<file path="src/rtl/i3c_phy_pkg.sv">
// Shared types and defaults for the I3C PHY pad-driver control path.
package i3c_phy_pkg;

  typedef enum logic [1:0] {
    DRV_HIZ  = 2'b00,
    DRV_OD   = 2'b01,
    DRV_PP   = 2'b10,
    DRV_RSVD = 2'b11
  } drv_mode_e;

  typedef enum logic [1:0] {
    DRV_OFF  = 2'b00,
    DRV_LO   = 2'b01,
    DRV_HI   = 2'b10,
    DRV_DEAD = 2'b11
  } drv_state_e;

  localparam int DEF_DEAD_CYCLES = 2;

  // Requested pad state for one line; the reserved mode behaves like hi-Z.
  function automatic drv_state_e drv_target(input logic en, input drv_mode_e mode,
                                            input logic data);
    drv_state_e t;
    t = DRV_OFF;
    if (en) begin
      case (mode)
        DRV_OD:  t = data ? DRV_OFF : DRV_LO;
        DRV_PP:  t = data ? DRV_HI : DRV_LO;
        default: t = DRV_OFF;
      endcase
    end
    return t;
  endfunction

endpackage

</file>
<file path="src/rtl/phy_drv_chan.sv">
// One pad-driver channel: target decode, break-before-make FSM and registered enables.
module phy_drv_chan
  import i3c_phy_pkg::*;
#(
  parameter int DEAD_CYCLES = DEF_DEAD_CYCLES
) (
  input  logic       clk_i,
  input  logic       rst_ni,
  input  logic       en_i,
  input  logic [1:0] mode_i,
  input  logic       data_i,
  output logic       pull_up_en_o,
  output logic       pull_down_en_o,
  output logic       line_o,
  output logic       settled_o
);

  localparam int CNT_W = $clog2(DEAD_CYCLES + 1);
  localparam logic [CNT_W-1:0] CNT_LOAD = CNT_W'(DEAD_CYCLES - 1);

  if (DEAD_CYCLES < 1) begin : g_bad_dead
    $error("phy_drv_chan: DEAD_CYCLES must be >= 1");
  end

  drv_state_e       r_state;
  logic [CNT_W-1:0] r_cnt;
  logic             r_pu;
  logic             r_pd;
  logic             r_line;
  logic             r_settled;

  drv_state_e       w_target;
  drv_state_e       w_state_next;
  logic [CNT_W-1:0] w_cnt_next;

  always_comb begin
    w_target     = drv_target(en_i, drv_mode_e'(mode_i), data_i);
    w_state_next = r_state;
    w_cnt_next   = r_cnt;
    case (r_state)
      DRV_OFF: begin
        w_state_next = w_target;
        w_cnt_next   = '0;
      end
      DRV_LO: begin
        if (w_target == DRV_HI) begin
          w_state_next = DRV_DEAD;
          w_cnt_next   = CNT_LOAD;
        end else begin
          w_state_next = w_target;
        end
      end
      DRV_HI: begin
        if (w_target == DRV_LO) begin
          w_state_next = DRV_DEAD;
          w_cnt_next   = CNT_LOAD;
        end else begin
          w_state_next = w_target;
        end
      end
      default: begin
        // Release never waits; a drive target only takes effect once the count expires.
        if (w_target == DRV_OFF) begin
          w_state_next = DRV_OFF;
          w_cnt_next   = '0;
        end else if (r_cnt == '0) begin
          w_state_next = w_target;
        end else begin
          w_cnt_next = r_cnt - CNT_W'(1);
        end
      end
    endcase
  end

  always_ff @(posedge clk_i) begin
    if (!rst_ni) begin
      r_state   <= DRV_OFF;
      r_cnt     <= '0;
      r_pu      <= 1'b0;
      r_pd      <= 1'b0;
      r_line    <= 1'b1;
      r_settled <= 1'b1;
    end else begin
      r_state   <= w_state_next;
      r_cnt     <= w_cnt_next;
      r_pu      <= (w_state_next == DRV_HI);
      r_pd      <= (w_state_next == DRV_LO);
      r_line    <= (w_state_next != DRV_LO);
      r_settled <= (w_state_next != DRV_DEAD);
    end
  end

  assign pull_up_en_o   = r_pu;
  assign pull_down_en_o = r_pd;
  assign line_o         = r_line;
  assign settled_o      = r_settled;

endmodule

</file>
<file path="src/rtl/phy_drv_ctrl.sv">
// Multi-channel I3C pad-driver controller: one independent phy_drv_chan per line.
module phy_drv_ctrl
  import i3c_phy_pkg::*;
#(
  parameter int NUM_CH      = 2,
  parameter int DEAD_CYCLES = DEF_DEAD_CYCLES
) (
  input  logic                clk_i,
  input  logic                rst_ni,
  input  logic                en_i,
  input  logic [2*NUM_CH-1:0] mode_i,
  input  logic [NUM_CH-1:0]   data_i,
  output logic [NUM_CH-1:0]   pull_up_en_o,
  output logic [NUM_CH-1:0]   pull_down_en_o,
  output logic [NUM_CH-1:0]   line_o,
  output logic [NUM_CH-1:0]   settled_o
);

  if (NUM_CH < 1) begin : g_bad_num
    $error("phy_drv_ctrl: NUM_CH must be >= 1");
  end

  for (genvar gi = 0; gi < NUM_CH; gi++) begin : g_chan
    phy_drv_chan #(
      .DEAD_CYCLES(DEAD_CYCLES)
    ) u_chan (
      .clk_i         (clk_i),
      .rst_ni        (rst_ni),
      .en_i          (en_i),
      .mode_i        (mode_i[2*gi +: 2]),
      .data_i        (data_i[gi]),
      .pull_up_en_o  (pull_up_en_o[gi]),
      .pull_down_en_o(pull_down_en_o[gi]),
      .line_o        (line_o[gi]),
      .settled_o     (settled_o[gi])
    );
  end

endmodule
</file>
<file path="config.mk">
export PLATFORM = sky130hd
export DESIGN_NAME = phy_drv_ctrl
export DESIGN_NICKNAME = d
export VERILOG_FILES = /design/src/rtl/i3c_phy_pkg.sv /design/src/rtl/phy_drv_chan.sv /design/src/rtl/phy_drv_ctrl.sv
export SDC_FILE = /design/constraint.sdc
export NUM_CORES = 1
export LEC_CHECK = 0
export CORE_ASPECT_RATIO = 1.2
export CORE_MARGIN = 1.5
export CORE_UTILIZATION = 47
export CTS_CLUSTER_DIAMETER = 40
export DETAILED_ROUTE_END_ITERATION = 7
export PLACE_DENSITY = 0.68
export SLEW_MARGIN = 20
export SYNTH_ARGS = -nofsm -noshare
export SYNTH_HDL_FRONTEND = slang
export SYNTH_SLANG_ARGS = --single-unit
</file>
<file path="constraint.sdc">
create_clock -name clk_i -period 2.8 [get_ports clk_i]
set_clock_uncertainty 0.05 [all_clocks]
set_input_delay 0.56 -clock clk_i [delete_from_list [all_inputs] [get_ports clk_i]]
set_output_delay 0.56 -clock clk_i [all_outputs]
set_load 0.005 [all_outputs]
</file>
Word-level counts from Yosys, hierarchy flattened. Cells that the tools add are included.

Register bits after elaboration: 16. Output and inout port bits: 8.

Add/sub/neg operators: 2. Equality and inequality tests: 26. Muxes and demuxes: 28. Reduce and logical (&&, ||, !) cells: 8.

Operators with widths (count): $mux 2 (20); $pmux 2 s3 (4); $eq 2x1->1 const B (8); $eq 2x2->1 const B (8); $logic_not 2->1 (6); $ne 2x1->1 const B (6); $ne 5x4->1 const B (2); $pmux 2 s2 (2); $reduce_and 3->1 (2); $ne 2x2->1 const B (2); $sub 2x1->2 const B (2); $mux 1 (2).

Depth between registers and ports, before layout.
Word-level depth: 7. Depth in mapped cells: 7. Gate-level depth less buffers: 7.

Cells and area by module. Synthesis repeated with hierarchy kept, for this count alone.

Cell total of the unflattened synthesis: 124. Area, all modules: 1138.6 um2.

Modules (own cells, without submodules): phy_drv_chan (times used 2, cells each 62, area each 569.3 um2, sequential area each 160.2 um2).

Worst setup path after synthesis. No wires, ideal clock.

Path kind: input-to-reg. Start: in mode_i[2]. End: reg g_chan[1].u_chan.r_line. Setup time: 127 ps. Data arrival time: 1949 ps. Slack: 674 ps. Stages on the path: 6. Path buffers: 0. Path through: inv_1 > ha_1 > nor4b_2 > mux2i_1 > mux2_2 > or3_1.

Word-level cells in the longest chain between the ends: 7.

Ends and longest elaborated chain: from (decl) (line phy_drv_ctrl.sv:11) `input logic [2*NUM_CH-1:0] mode_i,`; $eq 2x2->1 / $eq 2x1->1 (equally long branches) (line i3c_phy_pkg.sv:26) `case (mode)`; $pmux 2 s2 * (line i3c_phy_pkg.sv:26); $mux 2 * (line i3c_phy_pkg.sv:25) `if (en) begin`; $eq 2x1->1 (tied with other cells) (line phy_drv_chan.sv:54) `if (w_target == DRV_LO) begin`; $mux 2 (on tied branches) (line phy_drv_chan.sv:54, phy_drv_chan.sv:46, phy_drv_chan.sv:63); $pmux 2 s3 * (line phy_drv_chan.sv:40) `case (r_state)`; $ne 2x1->1 * (line phy_drv_chan.sv:88) `r_line <= (w_state_next != DRV_LO);`; to (signal assigned) (line phy_drv_chan.sv:88); to (decl) (line phy_drv_chan.sv:29) `logic r_line;`.

Every way passes the cells marked *; elsewhere a longest branch is shown, timed or not. A chain may end at the register's enable or synchronous reset.

Worst setup path in the final report. Ends and elaborated chain as after synthesis.

==> impl_metrics.yaml <==
clock_tree:
  max-clock-path-buffers: 2
  htreeDepth: 1
  numCtsBuffers: 3
  cts_setup_buffers: 0
  cts_sinks: 16
  clkTransAtPathRegs_ns: 0.08
  cts-hold-fix-buffers: 0
  clk_latency_ns: 0.28
  cts_root_buf: "clkbuf_4"
  post_cts_resized: 0
  cts_tree: "done"
placement:
  globalplace.congestion: 0.824
  io_buffers: 16
  dp_hpwl_mm: 1.51
  dp.cells: 161
  post-place-ws_ns: -0.00406
timing:
  hold_slack_ns: 0.426
  rsz0062_at_grt: "false"
  final.min_clock_period_ns: 2.48
  min_period_over_period_pct: 88.6
  slew_violations: 0
  hold_viol_final: 0
  setup_ws_ns: 0.320
  setup_viol: 0
  tightest_slew_ns: 0.366
  max-slew-margin-rel_pct: 75.5
  timing.fmax_ghz: 0.403
global_route:
  grt_pass1_wl_mm: 3.51
  antenna_found_initial: 0
  grt_max_degree: 11
  grt_use_total_pct: 17.6
  overflow: 0
  grt_pass1_vias: 829
cells_and_area:
  layout-drive-gt1-share_pct: 7.46
  final_common_cell: "inv_1"
  finalNonFillerCells: 164
  area.growth.synth_to_final_pct: 14.8
  fin_nets: 159
  final_util_pct: 58.4
  n_antenna_cell: 0
  layout_common_cells: "inv_1, dfxtp_1, clkdlybuf4s50_1"
pwr:
  powerDensity_nw_per_um2: 324
  ir_drop_uv: 175
  p_leak_nw: 0.530
detailed_routing:
  drtPass1Iterations: 4
  drt_iter0_drc: 24
  ant_nets: 0
  drc: 0
  finalWirelength_mm: 1.89
  vias_per_cell: 5.31
  vias: 871
  wl_per_cell_um: 11.5
run_status:
  status: "complete, no violations"
critical_path:
  startpoint_type: "input pin"
  cp_cell_sequence: "clkdlybuf4s50_1, inv_1, ha_1, nor4b_2, mux2i_1, mux2_2, or3_1"
  crit_type: "in -> reg"
  crit_slowest_cell: "clkdlybuf4s50_1"
  worstPathMaxFanout: 5
  critical-path-max-stage-delay_ns: 0.49
  end_kind: "flop"
  crit_required_ns: 2.92
  reg2regPathDepth: 6
  crit_arrival_ns: 2.60
floorplan:
  die_area_um2: 2590
  die_width_um: 46.7
  start_util_pct: 50.9
  die_h_um: 55.4
  std_cell_rows: 18
  io_pins: 17
  coreArea_um2: 2120
yosys:
  ys_seq_area_share_pct: 29.7
  avgSynthCellArea_um2: 8.69
  synth_nets: 147
  synthFlopType: "dfxtp_1"
  ys_async_sr_fraction_pct: 0
  yosys_warnings: 0
  syn_area_um2: 1080
  yosysUniqueCellTypes: 41
  synth_edf_count: 0
  postSynthCellCount: 124
  synth_seq_cells: 16
flow_run:
  drv_cap: 0
hold_path:
  hold_class: "reg -> reg"
  min_path_cells: 2
[kinds of logic after synthesis]
group | count (synthesis) | share of synthesized area [%]
and+or+nand+nor | 39 | 20.8
buffers and inverters | 27 | 12.3
AOI/OAI and AO/OA | 22 | 15.2
DFF | 16 | 29.7
adders and majority gates | 14 | 16.3
muxes | 6 | 5.69
[cells in the mapped netlist (2+ instances only)]
library cell,n,area (µm²)
inv_1,17,63.8
dfxtp_1,16,320
ha_1,14,175
buf_4,8,60.1
nand2_1,8,30.0
nor2_1,7,26.3
mux2i_1,5,50.1
nor2b_1,5,31.3
o21ai_0,4,20.0
a21oi_1,3,15.0
nand3_1,3,15.0
and2_1,2,12.5
nand4_1,2,12.5
nor3_1,2,10.0
o2111ai_1,2,17.5
[per-layer routing]
layer  GRT usage [%]  vias up  share of wire (%)
met4            6.35        0                1.4
met2            26.4       21                 47
met1            25.3      401                 49
met3            1.96        4                2.7
li1                -      445                  -
met5               0        -                  0
[sequential cells by signal, summed over array words and instances, names as in the netlist]
| register | flops |
|---|---|
| g_chan.u_chan.r_cnt | 4 |
| g_chan.u_chan.r_state | 4 |
| g_chan.u_chan.line_o | 2 |
| g_chan.u_chan.pull_down_en_o | 2 |
| g_chan.u_chan.pull_up_en_o | 2 |
| g_chan.u_chan.settled_o | 2 |
[where the power goes]
part	total (W)	internal [W]	switching [W]
clock	0.000113	0.0000499	0.0000635
combinational	0.0000568	0.0000284	0.0000284
sequential	0.000230	0.000229	0.000000825
total	0.000400	0.000307	0.0000928
[final timing paths]
kind                            slack (ns)                                   start                                      to
worst min-delay path                  0.43  g_chan[0].u_chan.r_cnt[1]$_SDFFE_PN0P_  g_chan[0].u_chan.r_cnt[1]$_SDFFE_PN0P_
worst max register to register        1.08  g_chan[1].u_chan.r_state[1]$_SDFF_PN0_      g_chan[1].u_chan.line_o$_SDFF_PN1_
worst max-delay path                  0.32                               mode_i[2]      g_chan[1].u_chan.line_o$_SDFF_PN1_
worst min register to register        0.43  g_chan[0].u_chan.r_cnt[1]$_SDFFE_PN0P_  g_chan[0].u_chan.r_cnt[1]$_SDFFE_PN0P_
[final cells by class]
type / instances / area (µm²)
timing repair buffer: 17 / 168
multi-input combinational: 81 / 624
tap: 30 / 37.5
fill: 207 / 881
clock buffer: 3 / 22.5
sequential: 16 / 320
inverter: 17 / 63.8
[stage by stage]
step | cell area, µm² | TNS [ns] | power, W
after floorplan | 1080 | 0 | 0.000270
after global placement | 1210 | 0 | 0.000290
after detailed placement | 1210 | -0.00406 | 0.000292
after CTS | 1240 | 0 | 0.000402
after global routing | 1240 | 0 | 0.000424
final | 1240 | 0 | 0.000400
[critical path: cells and delay by family]
kind	cells	cell delay (ns)
adder cells (fa/ha/maj)	1	0.31
AND/OR/NAND/NOR	2	0.75
multiplexers	2	0.43
buffers and inverters	2	0.54
No activity file was read; power rests on OpenSTA's default activity.
